===== src/rtl/pipelined_adder.sv =====
// Pipelined unsigned adder: WIDTH-bit a + b + cin, one CHUNK-wide slice per stage, valid/ready at both ends.
// Optional macro PIPELINED_ADDER_SAT_EN: the final stage forces sum to all ones when the carry-out is set.
module pipelined_adder #(
  parameter int WIDTH  = 16,
  parameter int STAGES = 4
) (
  input  logic             clk,
  input  logic             rst,
  input  logic             in_valid,
  output logic             in_ready,
  input  logic [WIDTH-1:0] a,
  input  logic [WIDTH-1:0] b,
  input  logic             cin,
  output logic             out_valid,
  input  logic             out_ready,
  output logic [WIDTH-1:0] sum,
  output logic             cout
);

  localparam int CHUNK = WIDTH / STAGES;

  // Finished sum slices enter at the top and shift down one chunk per stage;
  // pending operand bits shift down so the next slice to add always sits at bit 0.
  typedef struct packed {
    logic             valid;
    logic             carry;
    logic [WIDTH-1:0] sum;
    logic [WIDTH-1:0] a;
    logic [WIDTH-1:0] b;
  } stage_t;

  stage_t stage_q [STAGES];
  stage_t stage_d [STAGES];
  stage_t inStage;
  logic   advance;

  function automatic stage_t addSlice(input stage_t src);
    stage_t         res;
    logic [CHUNK:0] slice;
    slice     = {1'b0, src.a[CHUNK-1:0]} + {1'b0, src.b[CHUNK-1:0]} + {{CHUNK{1'b0}}, src.carry};
    res.valid = src.valid;
    res.carry = slice[CHUNK];
    res.sum   = (src.sum >> CHUNK) | (WIDTH'(slice[CHUNK-1:0]) << (WIDTH - CHUNK));
    res.a     = src.a >> CHUNK;
    res.b     = src.b >> CHUNK;
    return res;
  endfunction

  assign advance  = out_ready | ~stage_q[STAGES-1].valid;
  assign in_ready = advance;
  assign inStage  = '{valid: in_valid, carry: cin, sum: '0, a: a, b: b};

  always_comb begin
    stage_d = stage_q;
    if (advance) begin
      stage_d[0] = addSlice(inStage);
      for (int k = 1; k < STAGES; k++) begin
        stage_d[k] = addSlice(stage_q[k-1]);
      end
`ifdef PIPELINED_ADDER_SAT_EN
      if (stage_d[STAGES-1].carry) begin
        stage_d[STAGES-1].sum = '1;
      end
`endif
    end
  end

  always_ff @(posedge clk or posedge rst) begin
    if (rst) begin
      for (int k = 0; k < STAGES; k++) begin
        stage_q[k] <= '0;
      end
    end else begin
      stage_q <= stage_d;
    end
  end

  assign out_valid = stage_q[STAGES-1].valid;
  assign sum       = stage_q[STAGES-1].sum;
  assign cout      = stage_q[STAGES-1].carry;

endmodule


===== config.mk =====
export PLATFORM = sky130hd
export DESIGN_NAME = pipelined_adder
export DESIGN_NICKNAME = d
export VERILOG_FILES = /design/src/rtl/pipelined_adder.sv
export SDC_FILE = /design/constraint.sdc
export NUM_CORES = 1
export LEC_CHECK = 0
export CORE_MARGIN = 2
export CORE_UTILIZATION = 35
export DETAILED_ROUTE_END_ITERATION = 8
export SYNTH_ARGS = -nofsm -noshare
export SYNTH_HDL_FRONTEND = slang
export SYNTH_SLANG_ARGS = --single-unit

===== constraint.sdc =====
create_clock -name clk -period 4.2 [get_ports clk]
set_input_delay 1.26 -clock clk [delete_from_list [all_inputs] [get_ports clk]]
set_output_delay 1.26 -clock clk [all_outputs]
set_load 0.05 [all_outputs]

==> flow_metrics.py, run 1 <==
metrics = {
    "grt": {
        "grt_max_degree": 100,
        "grt_pass1_vias": 2784,
        "antenna_found_initial": 0,
        "gr-total-overflow": 0,
        "grt_usage_pct": 12.32,
        "grt_first_pass_wirelength_um": 13070,
    },
    "die": {
        "ios": 56,
        "die_h_um": 113.7,
        "rows": 40,
        "fp.coreArea_mm2": 0.01186,
        "die-area_mm2": 0.01293,
        "die_x_um": 113.7,
        "start_util_pct": 35.53,
    },
    "synth": {
        "yosys.cell_types.count": 21,
        "synth.yosys.warnings": 0,
        "syn_nets": 516,
        "synth_seq_cells": 96,
        "syn_inst": 459,
        "syn_avg_cell_area_um2": 9.181,
        "yosysSeqAreaShare_pct": 57.01,
        "synth_area_mm2": 0.004214,
    },
    "sta": {
        "whs_ns": 0.4645,
        "fmax_mhz": 299.2,
        "finalMaxSlewViolations": 0,
        "tightest_slew_ns": 0.9571,
        "slew_headroom_pct": 36.19,
        "period_share_pct": 79.58,
        "grt_setup_unrepaired": "false",
        "setup_viol": 0,
        "fin_crit_ns": 3.342,
        "fin_ws_ns": 0.8575,
        "finClkSkew_ns": 0.006373,
        "hold_violations": 0,
        "fin_tns_setup_ns": 0,
    },
    "setup_path": {
        "cp.arrival_ns": 2.08,
        "slowest_delay_ns": 0.44,
        "worstPathCellList": "clkdlybuf4s50_1, nor2b_4, inv_2, buf_12",
        "end_kind": "output port",
        "critPathKind": "primary input to output port",
        "cp_data_required_time_ns": 2.94,
        "cp_slowest_cell": "clkdlybuf4s50_1",
        "setup.worst_path.start_class": "primary input",
        "path_max_fanout": 2,
    },
    "clock_network": {
        "htreeDepth": 3,
        "clockRootBuffer": "clkbuf_16",
        "cts_max_path_buffers": 2,
        "clk_pin_slew_ns": 0.07,
        "cts_resized": 0,
        "numCtsBuffers": 9,
        "cts_setup_buffers": 0,
        "cts_tree": "built",
        "clock_latency_ns": 0.33,
        "postCtsHoldBufs": 0,
        "clock_sinks": 96,
    },
    "placed_design": {
        "dpl.cell_count": 630,
        "dpl.hpwl_um": 4754,
        "finalWeightedCongestion": 0.7209,
        "io_buffers": 55,
        "post-place-ws_ns": 0.8440,
        "place_area_mm2": 0.004771,
    },
    "detailed_routing": {
        "drc_errors": 0,
        "detail-route-antenna-nets": 0,
        "routed_wl_um": 7289,
        "wire_per_inst_um": 11.28,
        "viasPerCell": 4.370,
        "first_pass_iters": 4,
        "vias": 2823,
        "drt_iter0_markers": 159,
    },
    "pwr": {
        "irDropWorstVdd_v": 0.0002295,
        "pwr_density_cell_mw_per_mm2": 763.8,
        "power_leakage_nw": 2.579,
        "p_total_mw": 3.878,
    },
    "hold_path": {
        "min_path_type": "flip-flop to flip-flop",
    },
    "finish": {
        "fin_area_mm2": 0.005077,
        "stdcell_count": 646,
        "final_common_cell": "nand2_1",
        "area_delta_synth_final_pct": 20.49,
        "final_cell_mix": "nand2_1 (239), dfrtp_1 (96), clkdlybuf4s50_1 (54)",
        "diodes": 0,
        "fin_util_pct": 42.81,
        "final_net_count": 551,
        "post_route_cells_drive_above_1_share_pct": 5.210,
    },
    "status": {
        "outcome": "finished clean",
    },
    "flow_run": {
        "drv_cap": 0,
    },
}
-- synthesized netlist by cell type --
| master | n | area (um^2) |
|---|---|---|
| xor2_1 | 4 | 35.03 |
| a22oi_1 | 1 | 7.510 |
| a21o_1 | 5 | 37.54 |
| nor3_1 | 1 | 5.000 |
| o21a_1 | 2 | 15.01 |
| o21ai_0 | 13 | 65.06 |
| nor2_1 | 9 | 33.78 |
| fa_1 | 8 | 160.2 |
| xnor2_1 | 2 | 17.52 |
| ha_1 | 12 | 150.1 |
| nor2b_1 | 3 | 18.77 |
| nor2b_4 | 1 | 13.76 |
| a21oi_1 | 12 | 60.06 |
| inv_1 | 12 | 45.04 |
| nand2b_1 | 1 | 6.260 |
| nand2_1 | 239 | 897.1 |
| dfrtp_1 | 96 | 2402 |
| buf_2 | 17 | 85.08 |
| buf_4 | 19 | 142.6 |
| o31ai_2 | 1 | 12.51 |
| inv_2 | 1 | 3.750 |
-- final cells by class --
type / instances / area, um^2
repair buffers: 60 / 598.1
clock buffers: 10 / 239.0
clock inverters: 6 / 67.56
inverters: 13 / 51.30
well taps: 147 / 183.9
flip-flops and latches: 96 / 2402
multi-input cells: 314 / 1535
fillers: 1176 / 6784
-- metal layers --
| layer | track usage [%] | routed length (um) | vias to the layer above |
|---|---|---|---|
| met5 | 0 | 0 | - |
| met4 | 4.878 | 121 | 0 |
| met3 | 2.444 | 287 | 10 |
| met2 | 18.84 | 3163 | 45 |
| met1 | 17.37 | 3717 | 1297 |
| li1 | - | - | 1471 |
-- state kept, by name, indices dropped and copies added (netlist names) --
name	cells
sum	16
stage_q	78
cout	1
out_valid	1
-- final timing paths --
check	to	slack (ns)	cells after the start	startpoint
max	in_ready	0.86	4	out_ready
min	sum[6]$_DFFE_PP0P_	0.46	2	sum[6]$_DFFE_PP0P_
max reg2reg	stage_q[148]$_DFFE_PP0P_	2.34	5	stage_q[150]$_DFFE_PP0P_
min reg2reg	sum[6]$_DFFE_PP0P_	0.46	2	sum[6]$_DFFE_PP0P_
max in group asynchronous	stage_q[153]$_DFFE_PP0P_	2.18	3	rst
min in group asynchronous	stage_q[93]$_DFFE_PP0P_	1.35	2	rst
-- kinds of logic (layout without fill, tap and decap cells) --
family / count (synthesis) / in the layout / share of synthesized area (%)
AOI/OAI and AO/OA: 34 / 34 / 4.691
xor gates and xnor gates: 6 / 6 / 1.247
adders and majority gates: 20 / 20 / 7.363
buffers and inverters: 49 / 89 / 6.562
DFF: 96 / 96 / 57.01
and+or+nand+nor: 254 / 254 / 23.13
-- power by group --
| part | internal [mW] | total, mW | switching (mW) | leakage, nW |
|---|---|---|---|---|
| Clock | 0.480 | 0.823 | 0.343 | 0.145 |
| Sequential | 1.33 | 1.54 | 0.215 | 1.16 |
| Combinational | 0.581 | 1.51 | 0.933 | 1.28 |
-- critical path, delay by kind of cell --
family | cells | cell delay [ns]
and+or+nand+nor | 1 | 0.16
buffers and inverters | 3 | 0.67
No activity file was read; power rests on OpenSTA's default activity.
==> run 2, diff against run 1 <==
- clock period: 4.2 -> 2.8 ns (I/O delays scaled with it)
==> run 2 against run 1 <==
  * Core utilization increased by 0.34 points
  * Die area unchanged
  * Global-route usage increased by 0.50 points
  * Clock power increased by 51%
  * Power increased by 50%
  * Routed wire length increased by 1.2%
  * Sequential share of layout area decreased by 0.37 points
  * Design area increased by 0.79%
  * Clock skew about the same
  * Via count increased by 1.0%
  * Flip-flop and latch count unchanged
==> flow_metrics.py, run 2 (synthesized netlist as in run 1, its figures left out) <==
metrics = {
    "finish": {
        "final_net_count": 551,
        "stdcell_count": 646,
        "num-fill-cells": 1158,
        "final_cell_mix": "nand2_1 (239), dfrtp_1 (96), clkdlybuf4s50_1 (54)",
        "diodes": 0,
        "regArea_mm2": 0.002402,
        "fin_area_mm2": 0.005117,
        "regMostFlops": "stage_q",
        "final_common_cell": "nand2_1",
        "post_route_cells_drive_above_1_share_pct": 5.010,
        "fin_util_pct": 43.14,
        "largest_register_ff_count": 78,
        "multi_input_area_mm2": 0.001535,
        "area_delta_synth_final_pct": 21.44,
    },
    "grt": {
        "grt_usage_pct": 12.82,
        "grt_max_degree": 100,
        "grt_first_pass_wirelength_um": 13270,
        "antenna_found_initial": 0,
        "gr-total-overflow": 0,
        "grt_pass1_vias": 2938,
    },
    "setup_path": {
        "path_max_fanout": 2,
        "cp_data_required_time_ns": 1.96,
        "setup.worst_path.start_class": "primary input",
        "r2r-end": "stage_q[148]$_DFFE_PP0P_",
        "slowest_delay_ns": 0.44,
        "r2r-start": "stage_q[150]$_DFFE_PP0P_",
        "end_kind": "output port",
        "critPathLaunch": "out_ready",
        "r2r_slack_ns": 0.96,
        "critPathKind": "primary input to output port",
        "worstRegToRegCells": 5,
        "cp.arrival_ns": 1.67,
        "cp_slowest_cell": "clkdlybuf4s50_1",
        "worstPathCellList": "clkdlybuf4s50_1, nor2b_4, inv_2, buf_12",
    },
    "die": {
        "start_util_pct": 35.53,
        "rows": 40,
        "die_h_um": 113.7,
        "die-area_mm2": 0.01293,
        "ios": 56,
        "die_x_um": 113.7,
        "fp.coreArea_mm2": 0.01186,
    },
    "clock_network": {
        "clockRootBuffer": "clkbuf_16",
        "numCtsBuffers": 9,
        "cts_tree": "built",
        "htreeDepth": 3,
        "clk_pin_slew_ns": 0.06,
        "cts_resized": 0,
        "cts_setup_buffers": 0,
        "clock_sinks": 96,
        "clock_latency_ns": 0.34,
        "postCtsHoldBufs": 0,
        "cts_max_path_buffers": 2,
    },
    "status": {
        "outcome": "finished clean",
    },
    "detailed_routing": {
        "drc_errors": 0,
        "wire_per_inst_um": 11.42,
        "drt_iter0_markers": 172,
        "routed_wl_um": 7380,
        "viasPerCell": 4.415,
        "vias": 2852,
        "first_pass_iters": 4,
        "detail-route-antenna-nets": 0,
    },
    "flow_run": {
        "drv_cap": 0,
    },
    "sta": {
        "fin_tns_setup_ns": 0,
        "fmax_mhz": 399.1,
        "whs_ns": 0.4644,
        "hold_violations": 0,
        "finClkSkew_ns": 0.005881,
        "period_share_pct": 89.50,
        "fin_crit_ns": 2.506,
        "setup_viol": 0,
        "slew_headroom_pct": 40.03,
        "grt_setup_unrepaired": "false",
        "tightest_slew_ns": 0.8995,
        "finalMaxSlewViolations": 0,
    },
    "hold_path": {
        "hold-path-endpoint": "stage_q[145]$_DFFE_PP0P_",
        "holdPathStages": 2,
        "min_path_type": "flip-flop to flip-flop",
        "hold_start": "stage_q[145]$_DFFE_PP0P_",
    },
    "placed_design": {
        "place_area_mm2": 0.004810,
        "finalWeightedCongestion": 0.7262,
        "dpl.hpwl_um": 4882,
        "io_buffers": 55,
        "dpl.cell_count": 630,
    },
    "pwr": {
        "irDropWorstVdd_v": 0.0003317,
        "power_leakage_nw": 2.594,
        "pwr_density_cell_mw_per_mm2": 1139,
    },
}
run 2: cell types whose count changed in the layout (fill, tap and decap cells not counted):
cell and delta:
clkinv_4 -1, clkbuf_8 +1, clkbuf_1 +1, buf_12 +3, buf_4 -3, inv_4 -1
run 2: worst max-delay path by stage:
stage,end,cells after the start
after floorplan,in_ready,3
after global placement,stage_q[98]$_DFFE_PP0P_,4
after detailed placement,stage_q[197]$_DFFE_PP0P_,4
after CTS,in_ready,4
after global routing,in_ready,4
final,in_ready,4
run 2: worst max-delay path, delay by kind of cell:
kind	cells	cell delay, ns
AND/OR/NAND/NOR	1	0.15
buffers and inverters	3	0.67
run 2: routing by layer:
metal  up-vias  GRT usage [%]  wire (um)
met5         -              0          0
met4         0          6.423        177
met3        13          2.444        256
met2        53          19.52       3273
met1      1320          17.63       3672
li1       1466              -          -
run 2: where the power goes:
group          switching [mW]  total (mW)  internal [mW]
sequential              0.321        2.31           1.99
clock                   0.494        1.24          0.742
combinational            1.40        2.28          0.877
run 2: cell type report:
cell class | instances | area share, %
Inverter | 13 | 1.027
Sequential cell | 96 | 46.94
Tap cell | 147 | 3.594
Clock inverter | 4 | 1.002
Multi-Input combinational cell | 314 | 30.00
Clock buffer | 12 | 5.012
Timing Repair Buffer | 60 | 12.42
run 2: metrics by stage:
stage                     setup slack (ns)  power [mW]
after floorplan                     0.6737       4.161
after global placement              0.2442       4.583
after detailed placement            0.2027       4.656
after CTS                           0.2777       5.915
after global routing                0.2521       6.303
final                               0.2941       5.828
